## src/rtl/vec_store_serializer.sv

```systemverilog
// Vector store serializer: accepts one vecSize-lane vector and writes its
// mask-enabled lanes, lowest lane first, one per cycle into a scalar memory.
module vec_store_serializer #(
  parameter int regSize = 16,
  parameter int vecSize = 4,
  parameter int ADDR_W  = 16
) (
  input  logic                            clk,
  input  logic                            reset,
  input  logic                            in_valid,
  output logic                            in_ready,
  input  logic [vecSize-1:0][regSize-1:0] vect_in,
  input  logic [ADDR_W-1:0]               base_addr,
  input  logic [vecSize-1:0]              lane_mask,
  output logic                            mem_we,
  output logic [ADDR_W-1:0]               mem_addr,
  output logic [regSize-1:0]              mem_wdata,
  input  logic                            mem_ready,
  output logic                            busy,
  output logic                            done,
  output logic                            dbg_state
);

  localparam int IDX_W = (vecSize > 1) ? $clog2(vecSize) : 1;

  typedef enum logic {IDLE = 1'b0, WRITE = 1'b1} state_t;

  state_t                          state_q, state_d;
  logic [vecSize-1:0][regSize-1:0] vec_q, vec_d;
  logic [ADDR_W-1:0]               base_q, base_d;
  logic [vecSize-1:0]              mask_q, mask_d;
  logic [IDX_W-1:0]                lane_q, lane_d;
  logic                            done_q, done_d;
  logic [IDX_W:0]                  first_hit, next_hit;

  // Lowest set bit of m at or above position start; MSB of result = found.
  function automatic logic [IDX_W:0] find_from(input logic [vecSize-1:0] m,
                                               input int start);
    logic [IDX_W:0] r;
    r = '0;
    for (int i = vecSize - 1; i >= 0; i--) begin
      if (m[i] && (i >= start)) r = {1'b1, IDX_W'(i)};
    end
    return r;
  endfunction

  assign first_hit = find_from(lane_mask, 0);
  assign next_hit  = find_from(mask_q, int'(lane_q) + 1);

  always_ff @(posedge clk or posedge reset) begin
    if (reset) begin
      state_q <= IDLE;
      vec_q   <= '0;
      base_q  <= '0;
      mask_q  <= '0;
      lane_q  <= '0;
      done_q  <= 1'b0;
    end else begin
      state_q <= state_d;
      vec_q   <= vec_d;
      base_q  <= base_d;
      mask_q  <= mask_d;
      lane_q  <= lane_d;
      done_q  <= done_d;
    end
  end

  // Handshake: a vector transfers on a rising edge where in_valid && in_ready;
  // a memory write completes on a rising edge where mem_we && mem_ready.
  always_comb begin
    state_d = state_q;
    vec_d   = vec_q;
    base_d  = base_q;
    mask_d  = mask_q;
    lane_d  = lane_q;
    done_d  = 1'b0;
    case (state_q)
      IDLE: begin
        if (in_valid) begin
          vec_d  = vect_in;
          base_d = base_addr;
          mask_d = lane_mask;
          if (first_hit[IDX_W]) begin
            state_d = WRITE;
            lane_d  = first_hit[IDX_W-1:0];
          end else begin
            done_d = 1'b1;
          end
        end
      end
      WRITE: begin
        if (mem_ready) begin
          if (next_hit[IDX_W]) begin
            lane_d = next_hit[IDX_W-1:0];
          end else begin
            state_d = IDLE;
            done_d  = 1'b1;
          end
        end
      end
      default: state_d = IDLE;
    endcase
  end

  // Outputs depend only on registers, so they hold steady under backpressure.
  always_comb begin
    in_ready  = (state_q == IDLE);
    busy      = (state_q == WRITE);
    mem_we    = (state_q == WRITE);
    mem_addr  = '0;
    mem_wdata = '0;
    if (state_q == WRITE) begin
      mem_addr  = base_q + ADDR_W'(lane_q);
      mem_wdata = vec_q[lane_q];
    end
    done      = done_q;
    dbg_state = state_q;
  end

endmodule

```

## config.mk

```make
export PLATFORM = sky130hd
export DESIGN_NAME = vec_store_serializer
export DESIGN_NICKNAME = d
export VERILOG_FILES = /design/src/rtl/vec_store_serializer.sv
export SDC_FILE = /design/constraint.sdc
export NUM_CORES = 1
export LEC_CHECK = 0
export CAP_MARGIN = 20
export CELL_PAD_IN_SITES_DETAIL_PLACEMENT = 0
export CELL_PAD_IN_SITES_GLOBAL_PLACEMENT = 1
export CORE_MARGIN = 2
export CORE_UTILIZATION = 38
export CTS_CLUSTER_SIZE = 25
export DETAILED_ROUTE_END_ITERATION = 16
export PLACE_DENSITY = 0.95
export SYNTH_ARGS = -nofsm -noshare
export SYNTH_HDL_FRONTEND = slang
export SYNTH_SLANG_ARGS = --single-unit
```

## constraint.sdc

```tcl
create_clock -name clk -period 8.45 [get_ports clk]
set_input_delay 1.2675 -clock clk [delete_from_list [all_inputs] [get_ports clk]]
set_output_delay 1.2675 -clock clk [all_outputs]
set_load 0.03 [all_outputs]
```

==> run metrics, run 1 <==
outcome=finished clean; post-synthesis register bit count=87; Power Density=376.8 nW/um^2; placed cell count=roughly 730; final period demand of the worst path=4.309 ns; clock insertion delay at the later pin of the skew report=0.35 ns; antenna diode count=0; Final Max Tran Viols=0; H-tree levels=3; slew at the pin closest to its max-slew limit=0.8641 ns; Die X-Extent=around 110 microns; buffers inserted during post-CTS setup optimization=0; worst vdd rail ir drop=0.2817 mV; number of warnings issued by yosys=0; overall global routing resource usage=0.1786; final number of setup-violating endpoints=0; critical path's largest stage delay=0.68 ns; Synth Instances=486; cell chosen for the clock root=clkbuf_8; Hold Vio Cnt, Final=0; most frequent cell on the critical path=a21oi_1; post-CTS sizing=0; FF-to-FF path depth=6; initial antenna violation count=0; wire length of the first global-routing pass=16.84 mm; total I/O pin count=roughly 130; Vias/cell=4.817; hold path startpoint=vec_q[62]$_DFFE_PP0P_; max-cap check violation count=0; synthesis-to-layout area growth=38.20%; Post-DP HPWL=6.958 mm; DRC violations left=0; timing startpoint of the critical path=lane_q[1]$_DFFE_PP0P_; Fin Clk Skew=0.01164 ns; average wire per standard cell=around 14 microns; Die H=109.9 microns; pin count of the biggest net entering global routing=88; final net count=690; CTS tree=built; number of buffers inserted during clock tree synthesis=9; Crit Path Category=reg2out; die area=12070 sq um; final standard cell count with taps included and fillers excluded=roughly 740; final critical-path share of the clock period=0.5100; number of distinct library cell variants in the gate-level netlist after synthesis=39; Mapped Area=roughly 4300 sq um; Worst R2R Start=busy$_DFF_PP0_; sinks on the clock net=87; instance count along the most critical hold path=2; number of buffers inserted for hold repair after clock tree synthesis=0; slack of the worst reg-to-reg path=6.09 ns; Final GP Congestion=0.8133; Total Negative Setup Slacks=0 ns; Highest Clock Rate=232.1 MHz; Util after Layout=0.5405; Port Buf Inserts=124; clock transition at the registers of the reported paths=0.09 ns; Core Box Area=around 11000 sq um; share of layout cells above drive strength 1=0.07450; global-route congestion overflow total=0; Mapped Nets=577; cell accounting for the most synthesized area=dfrtp_1; buffer depth of the longest clock path=2; via count=approximately 3600; Hold Crit Endpoint=vec_q[62]$_DFFE_PP0P_; number of buffers and inverters on the critical path=2; synth top area cells=dfrtp_1 51%, nand2_1 22%, mux4_2 8.5%; starting density of the core=0.3911; critical path fanouts, max=25; Worst path top cell family by delay=buffers and inverters; path category of the worst min-delay check=reg2reg; Crit-path slowest cell=clkdlybuf4s50_1; RSZ-0062 raised after global routing=no; cell-by-cell listing of the critical path=buf_4 > ha_1 > a21oi_1 > or3_4 > or3_1 > a21oi_1 > clkdlybuf4s50_1; DR iter-0 viols=214; antenna viol nets, final=0; cell row count=38; hold_ws=0.4759 ns; endpoint of the worst register-to-register path=lane_q[1]$_DFFE_PP0P_; total wire length after detailed routing=10.28 mm; drt first pass iters=4; Synth top area share=0.5113; Leakage Power=2.750 nW; relative slew slack=0.4239; syn avg cell area=8.761 sq um; CP Launch Type=register; endpoint required time on the critical path=7.18 ns; sequential fraction of the synthesis area=0.5113; data arrival at the endpoint of the critical path=~3 ns; crit end category=primary output; number of global-route vias before repair=approximately 3600
## cell families (layout without fill, tap and decap cells)
kind of cell,Yosys count,after routing,share of synthesized area
AOI/OAI and AO/OA,29,29,0.04026
adders and majority gates,3,3,0.01058
and+or+nand+nor,307,307,0.2986
xor gates and xnor gates,8,8,0.01646
buffers and inverters,34,152,0.03320
muxes,18,18,0.08963
DFF,87,87,0.5113
## worst reg2reg max path, delay by kind of cell, from the launching register on
| kind | cells | cell delay [ns] |
|---|---|---|
| buf+inv | 2 | 0.93 |
| compound gates | 2 | 0.45 |
| flops | 1 | 0.35 |
| mux | 1 | 0.33 |
| simple gates | 1 | 0.18 |
## sequential cells by signal, indices dropped and copies added (netlist names)
name	flops
base_q	16
busy	1
done	1
lane_q	2
mask_q	3
vec_q	64
## cells in the final DEF (no fill, tap or decap), types with 3 or more instances in the layout
master,instances
mux4_2,16
nor2_1,9
buf_4,6
clkbuf_8,9
nand3_1,4
nand2_1,253
and2_1,19
xnor2_1,6
clkdlybuf4s50_1,124
or3_1,6
dfrtp_1,87
inv_6,3
bufinv_16,3
a21oi_1,9
o21ai_0,11
inv_1,4
## layer usage
metal,GRT usage,part of all wire,vias to the layer above
li1,-,-,1775
met1,0.2421,0.45,1674
met2,0.2866,0.46,127
met3,0.04149,0.076,8
met4,0.05154,0.0072,0
met5,0,0,-
## through the flow
step	total power [mW]	worst slack (ns)	instance area [sq um]
after CTS	2.235	4.119	5857
after detailed placement	1.874	4.524	5608
after global routing	2.380	3.997	5884
after floorplan	1.482	4.932	4258
final	2.217	4.141	5884
after global placement	1.843	4.519	5608
## how the worst max path moves through the flow
stage / to / slack [ns] / depth (start not counted)
2_1_floorplan: base_q[0]$_DFFE_PP0P_ / 4.93 / 1
3_3_place_gp: mem_addr[15] / 4.52 / 7
3_5_place_dp: mem_addr[15] / 4.52 / 7
4_1_cts: mem_addr[15] / 4.12 / 7
5_1_grt: mem_addr[13] / 4.00 / 7
6_report: mem_addr[15] / 4.14 / 7
## final cells by class
type                            count  area [sq um]
Sequential cell                    87          2177
Inverter                            5         20.02
Multi-Input combinational cell    365          1949
Fill cell                        1007          5004
Clock buffer                        9         123.9
Timing Repair Buffer              131          1314
Clock inverter                      7         125.1
Tap cell                          140         175.2
## synthesized netlist by cell type (all sizes together)
master   count
nand4        1
a21boi       1
and4         1
a21oi        9
and2        19
nor4b        1
o21ai       11
fa           1
o21a         1
mux2         1
o2bb2ai      1
nand2      253
xnor2        6
o32a         1
and3         2
mux2i        1
nor2b        2
nand3        5
o22ai        1
mux4        16
nor3         2
xor2         2
nor2         9
inv          5
nand2b       3
o221ai       1
clkbuf      11
buf         18
ha           2
o211ai       1
a21o         1
or3          7
dfrtp       87
nor4         2
o31ai        1
## power by group
group,total [mW],switching [mW],internal (mW)
Sequential,0.740,0.127,0.613
Clock,0.356,0.156,0.200
Combinational,1.12,0.618,0.504
Total,2.22,0.900,1.32
No activity file was read; power rests on OpenSTA's default activity.
==> run 2: changes to the inputs <==
--- a/config.mk
+++ b/config.mk
@@ -9,10 +9,10 @@
 export CELL_PAD_IN_SITES_DETAIL_PLACEMENT = 0
 export CELL_PAD_IN_SITES_GLOBAL_PLACEMENT = 1
 export CORE_MARGIN = 2
-export CORE_UTILIZATION = 38
+export CORE_UTILIZATION = 35
 export CTS_CLUSTER_SIZE = 25
 export DETAILED_ROUTE_END_ITERATION = 16
-export PLACE_DENSITY = 0.95
+export PLACE_DENSITY = 0.92
 export SYNTH_ARGS = -nofsm -noshare
 export SYNTH_HDL_FRONTEND = slang
 export SYNTH_SLANG_ARGS = --single-unit
==> constraint.sdc (replaced) <==
create_clock -name clk -period 4 [get_ports clk]
set_input_delay 0.6 -clock clk [delete_from_list [all_inputs] [get_ports clk]]
set_output_delay 0.6 -clock clk [all_outputs]
set_load 0.03 [all_outputs]
==> run 2 against run 1 <==
Worst setup slack lost 3.3 ns; core utilization shrank 4.6 points; routed wire length grew 3.2%; via count grew 2.2%; first-iteration DRC count grew 12%.
==> run metrics, run 2 (synthesis results as in run 1) <==
area occupied by multi-input gates=1949 sq um (unchanged); relative slew slack=0.4724 (+0.04853); number of buffers inserted during clock tree synthesis=9 (unchanged); data arrival at the endpoint of the critical path=2.57 ns (-0.47 ns); Post-DP HPWL=7.448 mm (+7.0%); Port Buf Inserts=124 (unchanged); cell chosen for the clock root=clkbuf_16; max-cap check violation count=0 (unchanged); Final GP Congestion=0.8731 (+7.4%); Total Negative Setup Slacks=0 ns (unchanged); share of layout cells above drive strength 1=0.08278 (+0.008278); buffer depth of the longest clock path=2 (unchanged); number of global-route vias before repair=3708 (+1.8%); most common cell after layout, fill and taps aside=nand2_1; Fin Clk Skew=0.007928 ns (-0.003711 ns); CP Launch Type=register; clock insertion delay at the later pin of the skew report=0.33 ns (-0.02 ns); path category of the worst min-delay check=reg2reg; final number of setup-violating endpoints=0 (unchanged); outcome=finished clean; DR iter-0 viols=240 (+12%); worst vdd rail ir drop=0.2771 mV (-1.6%); slew at the pin closest to its max-slew limit=0.7904 ns (-0.07372 ns); standard cell area after detailed placement=5624 sq um (+0.29%); initial antenna violation count=0 (unchanged); endpoint required time on the critical path=3.40 ns (-3.78 ns); Highest Clock Rate=roughly 320 MHz; starting density of the core=0.3560 (-0.03510); DRC violations left=0 (unchanged); Leakage Power=2.769 nW (+0.71%); H-tree levels=3 (unchanged); critical path fanouts, max=4 (-84%); sinks on the clock net=87 (unchanged); drt first pass iters=4 (unchanged); final net count=690 (unchanged); Power Density=803.0 nW/um^2 (+110%); total I/O pin count=125 (unchanged); synthesis-to-layout area growth=39.02%; overall global routing resource usage=0.1707 (-0.007859); pin count of the biggest net entering global routing=60 (-32%); buffers inserted during post-CTS setup optimization=0 (unchanged); Finished Cell Area=5919 sq um (+0.60%); crit end category=primary output; antenna viol nets, final=0 (unchanged); final critical-path share of the clock period=0.7925; combined flip-flop and latch cell area=2177 sq um (unchanged); antenna diode count=0 (unchanged); RSZ-0062 raised after global routing=no; Vias/cell=4.876 (+1.2%); final period demand of the worst path=3.170 ns; average wire per standard cell=14.13 microns (+2.2%); Hold Vio Cnt, Final=0 (unchanged); number of buffers inserted for hold repair after clock tree synthesis=0 (unchanged); die area=13060 sq um (+8.3%); global-route congestion overflow total=0 (unchanged); Die X-Extent=114.3 microns (+4.0%); Most flops, register=vec_q; Core Box Area=11960 sq um (+9.9%); Final Max Tran Viols=0 (unchanged); post-CTS sizing=0 (unchanged); most used cells in the layout excluding fill and tap cells=253 x nand2_1, 119 x clkdlybuf4s50_1, 87 x dfrtp_1; clock transition at the registers of the reported paths=0.06 ns (-0.03 ns); cell row count=40 (+5.3%); total wire length after detailed routing=10.61 mm (+3.2%); Die H=114.3 microns (+4.0%); via count=3662 (+2.2%); Crit Path Category=reg2out; largest registers ranked by flip-flop count=vec_q x64, base_q x16, mask_q x3; wire length of the first global-routing pass=17.53 mm (+4.1%); fillcell total=1116 (+11%); CTS tree=built; flip-flop count of the largest register, all copies and words added=64 (unchanged)
[run 2: final timing paths]
| path | from | endpoint | slack (ns) | depth (start not counted) |
|---|---|---|---|---|
| max in group asynchronous | reset | base_q[2]$_DFFE_PP0P_ | 2.44 | 3 |
| max | base_q[0]$_DFFE_PP0P_ | mem_addr[8] | 0.83 | 7 |
| min in group asynchronous | reset | done$_DFF_PP0_ | 0.72 | 2 |
| min reg2reg | vec_q[49]$_DFFE_PP0P_ | vec_q[49]$_DFFE_PP0P_ | 0.47 | 2 |
| min | vec_q[49]$_DFFE_PP0P_ | vec_q[49]$_DFFE_PP0P_ | 0.47 | 2 |
| max reg2reg | busy$_DFF_PP0_ | lane_q[1]$_DFFE_PP0P_ | 1.76 | 5 |
[run 2: final cells by class]
| cell class | instances | share of cell area |
|---|---|---|
| clock buffers | 12 | 0.04502 |
| clock inverters | 4 | 0.004862 |
| inverters | 5 | 0.003382 |
| multi-input cells | 365 | 0.3293 |
| flip-flops and latches | 87 | 0.3678 |
| well taps | 147 | 0.03107 |
| repair buffers | 131 | 0.2186 |
[run 2: power by group]
| part | internal, mW | leakage [nW] | switching, mW |
|---|---|---|---|
| combinational | 1.06 | 1.55 | 1.32 |
| sequential | 1.30 | 1.08 | 0.270 |
| clock | 0.471 | 0.141 | 0.331 |
| total | 2.83 | 2.77 | 1.93 |
[run 2: layer usage]
metal,GRT usage,share of wire,up-vias
li1,-,-,1785
met1,0.2393,0.47,1711
met2,0.2599,0.45,148
met3,0.03441,0.062,18
met4,0.07154,0.021,0
met5,0,0,-
[run 2: worst max-delay path, stage by stage, from the launching register on]
cell and delay, ns:
dfrtp_1 0.38, ha_1 0.23, fa_1 0.40, and3_1 0.25, nand4_1 0.13, xor2_1 0.07, nor2_1 0.09, clkdlybuf4s50_1 0.68
[run 2: through the flow]
stage / utilization / std cells / hold slack, ns / power [mW] / worst slack [ns]
3_3_place_gp: 0.4702 / 735 / 0.4533 / 3.915 / 1.208
6_report: 0.4949 / 751 / 0.4708 / 4.753 / 0.8302
5_1_grt: 0.4949 / 751 / 0.4896 / 5.091 / 0.6787
4_1_cts: 0.4949 / 751 / 0.4732 / 4.809 / 0.8015
2_1_floorplan: - / 486 / 0.4403 / 3.131 / 1.150
3_5_place_dp: 0.4702 / 735 / 0.4586 / 3.983 / 1.166
==> run 3: changes to the inputs <==
==> constraint.sdc (replaced) <==
create_clock -name clk -period 3.18 [get_ports clk]
set_input_delay 0.477 -clock clk [delete_from_list [all_inputs] [get_ports clk]]
set_output_delay 0.477 -clock clk [all_outputs]
set_load 0.03 [all_outputs]
==> run 3 against run 2 <==
Register-to-register slack worse by 0.83 ns; core utilization up 0.25 points; clock power up 45%; clock-buffer cell count is 3 lower; power rose by 29%; flip-flop and latch count unchanged; worst hold slack improved by 0.0020 ns; combinational power up 24%; die area is the same; final area increased by 0.51%; first-iteration DRC count is 28% lower; highest routed layer unchanged.
==> run metrics, run 3 (synthesis results as in run 1) <==
cell-by-cell listing of the critical path=buf_4 > mux4_2 > and2_1 > clkdlybuf4s50_1; via count=3671 (+0.25%); Port Buf Inserts=124 (unchanged); Core Box Area=11960 sq um (unchanged); crit end category=primary output; Crit-path slowest cell=clkdlybuf4s50_1; critical path's largest stage delay=0.59 ns (-0.09 ns); final number of setup-violating endpoints=0 (unchanged); clock transition at the registers of the reported paths=0.07 ns (about the same); CTS tree=built; pre-CTS setup slack=0.6620 ns (-0.5037 ns); Crit Path Category=reg2out; buffers inserted during post-CTS setup optimization=0 (unchanged); DRC violations left=0 (unchanged); drt first pass iters=4 (unchanged); CP Launch Type=register; most used cells in the layout excluding fill and tap cells=253 x nand2_1, 110 x clkdlybuf4s50_1, 87 x dfrtp_1; final critical-path share of the clock period=0.9005; most common cell after layout, fill and taps aside=nand2_1; initial antenna violation count=0 (unchanged); outcome=finished clean; die area=13060 sq um (unchanged); Fin Clk Skew=0.004438 ns (-0.003490 ns); RSZ-0062 raised after global routing=no; Total Negative Setup Slacks=0 ns (unchanged); Worst R2R Start=busy$_DFF_PP0_; Hold Vio Cnt, Final=0 (unchanged); clock insertion delay at the later pin of the skew report=0.33 ns (about the same); critical path fanouts, max=20 (+16); Util after Layout=0.4974 (+0.002511); number of buffers inserted for hold repair after clock tree synthesis=0 (unchanged); Vias/cell=4.882 (+0.11%); Leakage Power=2.811 nW (+1.5%); Hold Crit Endpoint=vec_q[13]$_DFFE_PP0P_; synthesis-to-layout area growth=39.73%; Worst Setup Slack, final=0.3164 ns (-0.5137 ns); wire length of the first global-routing pass=18.00 mm (+2.7%); overall global routing resource usage=0.1733 (+0.002554); Highest Clock Rate=349.2 MHz; buffer depth of the longest clock path=2 (unchanged); flip-flop count of the largest register, all copies and words added=64 (unchanged); H-tree levels=3 (unchanged); largest registers ranked by flip-flop count=vec_q x64, base_q x16, mask_q x3; pin count of the biggest net entering global routing=88 (+47%); starting density of the core=0.3560 (unchanged); relative slew slack=0.6340 (+0.1616); post-CTS sizing=0 (unchanged); Power Density=1029 nW/um^2 (+28%); Most flops, register=vec_q; number of global-route vias before repair=3681 (-0.73%); global-route congestion overflow total=0 (unchanged); endpoint of the worst register-to-register path=lane_q[1]$_DFFE_PP0P_; DR iter-0 viols=173 (-28%); sinks on the clock net=87 (unchanged); total I/O pin count=125 (unchanged); endpoint required time on the critical path=2.70 ns (-0.70 ns); share of layout cells above drive strength 1=0.09917 (+0.01639); final standard cell count with taps included and fillers excluded=752 (+0.13%); slack of the worst reg-to-reg path=0.93 ns (-0.83 ns); Die X-Extent=114.3 microns (unchanged); max-cap check violation count=0 (unchanged); final net count=691 (+0.14%); Final GP Congestion=0.8215 (-5.9%); placed cell count=736 (+0.14%); average wire per standard cell=14.47 microns (+2.4%); cell chosen for the clock root=clkbuf_16; data arrival at the endpoint of the critical path=2.39 ns (-0.18 ns); total wire length after detailed routing=10.88 mm (+2.6%); antenna viol nets, final=0 (unchanged); final period demand of the worst path=2.864 ns; Post-DP HPWL=7.439 mm (-0.12%); cell row count=40 (unchanged); path category of the worst min-delay check=reg2reg; number of buffers inserted during clock tree synthesis=9 (unchanged); slew at the pin closest to its max-slew limit=0.5489 ns (-0.2415 ns); antenna diode count=0 (unchanged); worst vdd rail ir drop=0.4487 mV (+62%); hold path startpoint=vec_q[13]$_DFFE_PP0P_; instance count along the most critical hold path=2 (unchanged); Final Max Tran Viols=0 (unchanged); FF-to-FF path depth=5 (unchanged); Die H=114.3 microns (unchanged)
run 3: cell count changes in the layout (fill, tap and decap cells not counted):
cell,change
buf_4,+9
clkdlybuf4s50_1,-9
clkbuf_8,-3
inv_6,+3
bufinv_16,+2
buf_12,+1
clkinv_2,-1
clkinvlp_4,-1
run 3: where the power goes:
part           leakage [nW]  internal [mW]  total, mW  switching (mW)
clock                 0.157          0.698       1.16           0.458
combinational          1.58           1.33       2.96            1.63
sequential             1.08           1.63       2.01           0.374
total                  2.81           3.66       6.12            2.46
run 3: cell type report:
type | count | area, sq um
fillers | 1109 | 6012
flip-flops and latches | 87 | 2177
multi-input cells | 365 | 1949
repair buffers | 132 | 1291
clock buffers | 9 | 225.2
well taps | 147 | 183.9
clock inverters | 7 | 102.6
inverters | 5 | 20.02
run 3: critical path, delay by kind of cell, from the launching register on:
family,cells,cell delay (ns)
mux,1,0.56
flops,1,0.35
simple gates,1,0.18
buf+inv,2,0.96
run 3: how the worst max path moves through the flow:
stage	to	startpoint	slack [ns]	cells past startpoint
after global routing	mem_wdata[3]	lane_q[0]$_DFFE_PP0P_	0.20	4
final	mem_wdata[8]	lane_q[0]$_DFFE_PP0P_	0.32	4
after detailed placement	mem_wdata[8]	lane_q[0]$_DFFE_PP0P_	0.66	4
after floorplan	base_q[0]$_DFFE_PP0P_	reset	0.45	1
after global placement	mem_wdata[5]	lane_q[0]$_DFFE_PP0P_	0.68	4
after CTS	mem_wdata[8]	lane_q[0]$_DFFE_PP0P_	0.29	4
run 3: layer usage:
metal | wire length [microns] | global-route usage
met1 | 5187 | 0.2454
met3 | 837 | 0.04764
met4 | 153 | 0.05285
met5 | 0 | 0
met2 | 4702 | 0.2607
run 3: metrics by stage:
| step | power (mW) | area, sq um | hold slack, ns |
|---|---|---|---|
| floorplan | 3.939 | 4258 | 0.4403 |
| global placement | 4.916 | 5622 | 0.4538 |
| detailed placement | 5.002 | 5622 | 0.4607 |
| CTS | 6.192 | 5949 | 0.4780 |
| global route | 6.555 | 5949 | 0.4909 |
| finish | 6.121 | 5949 | 0.4728 |
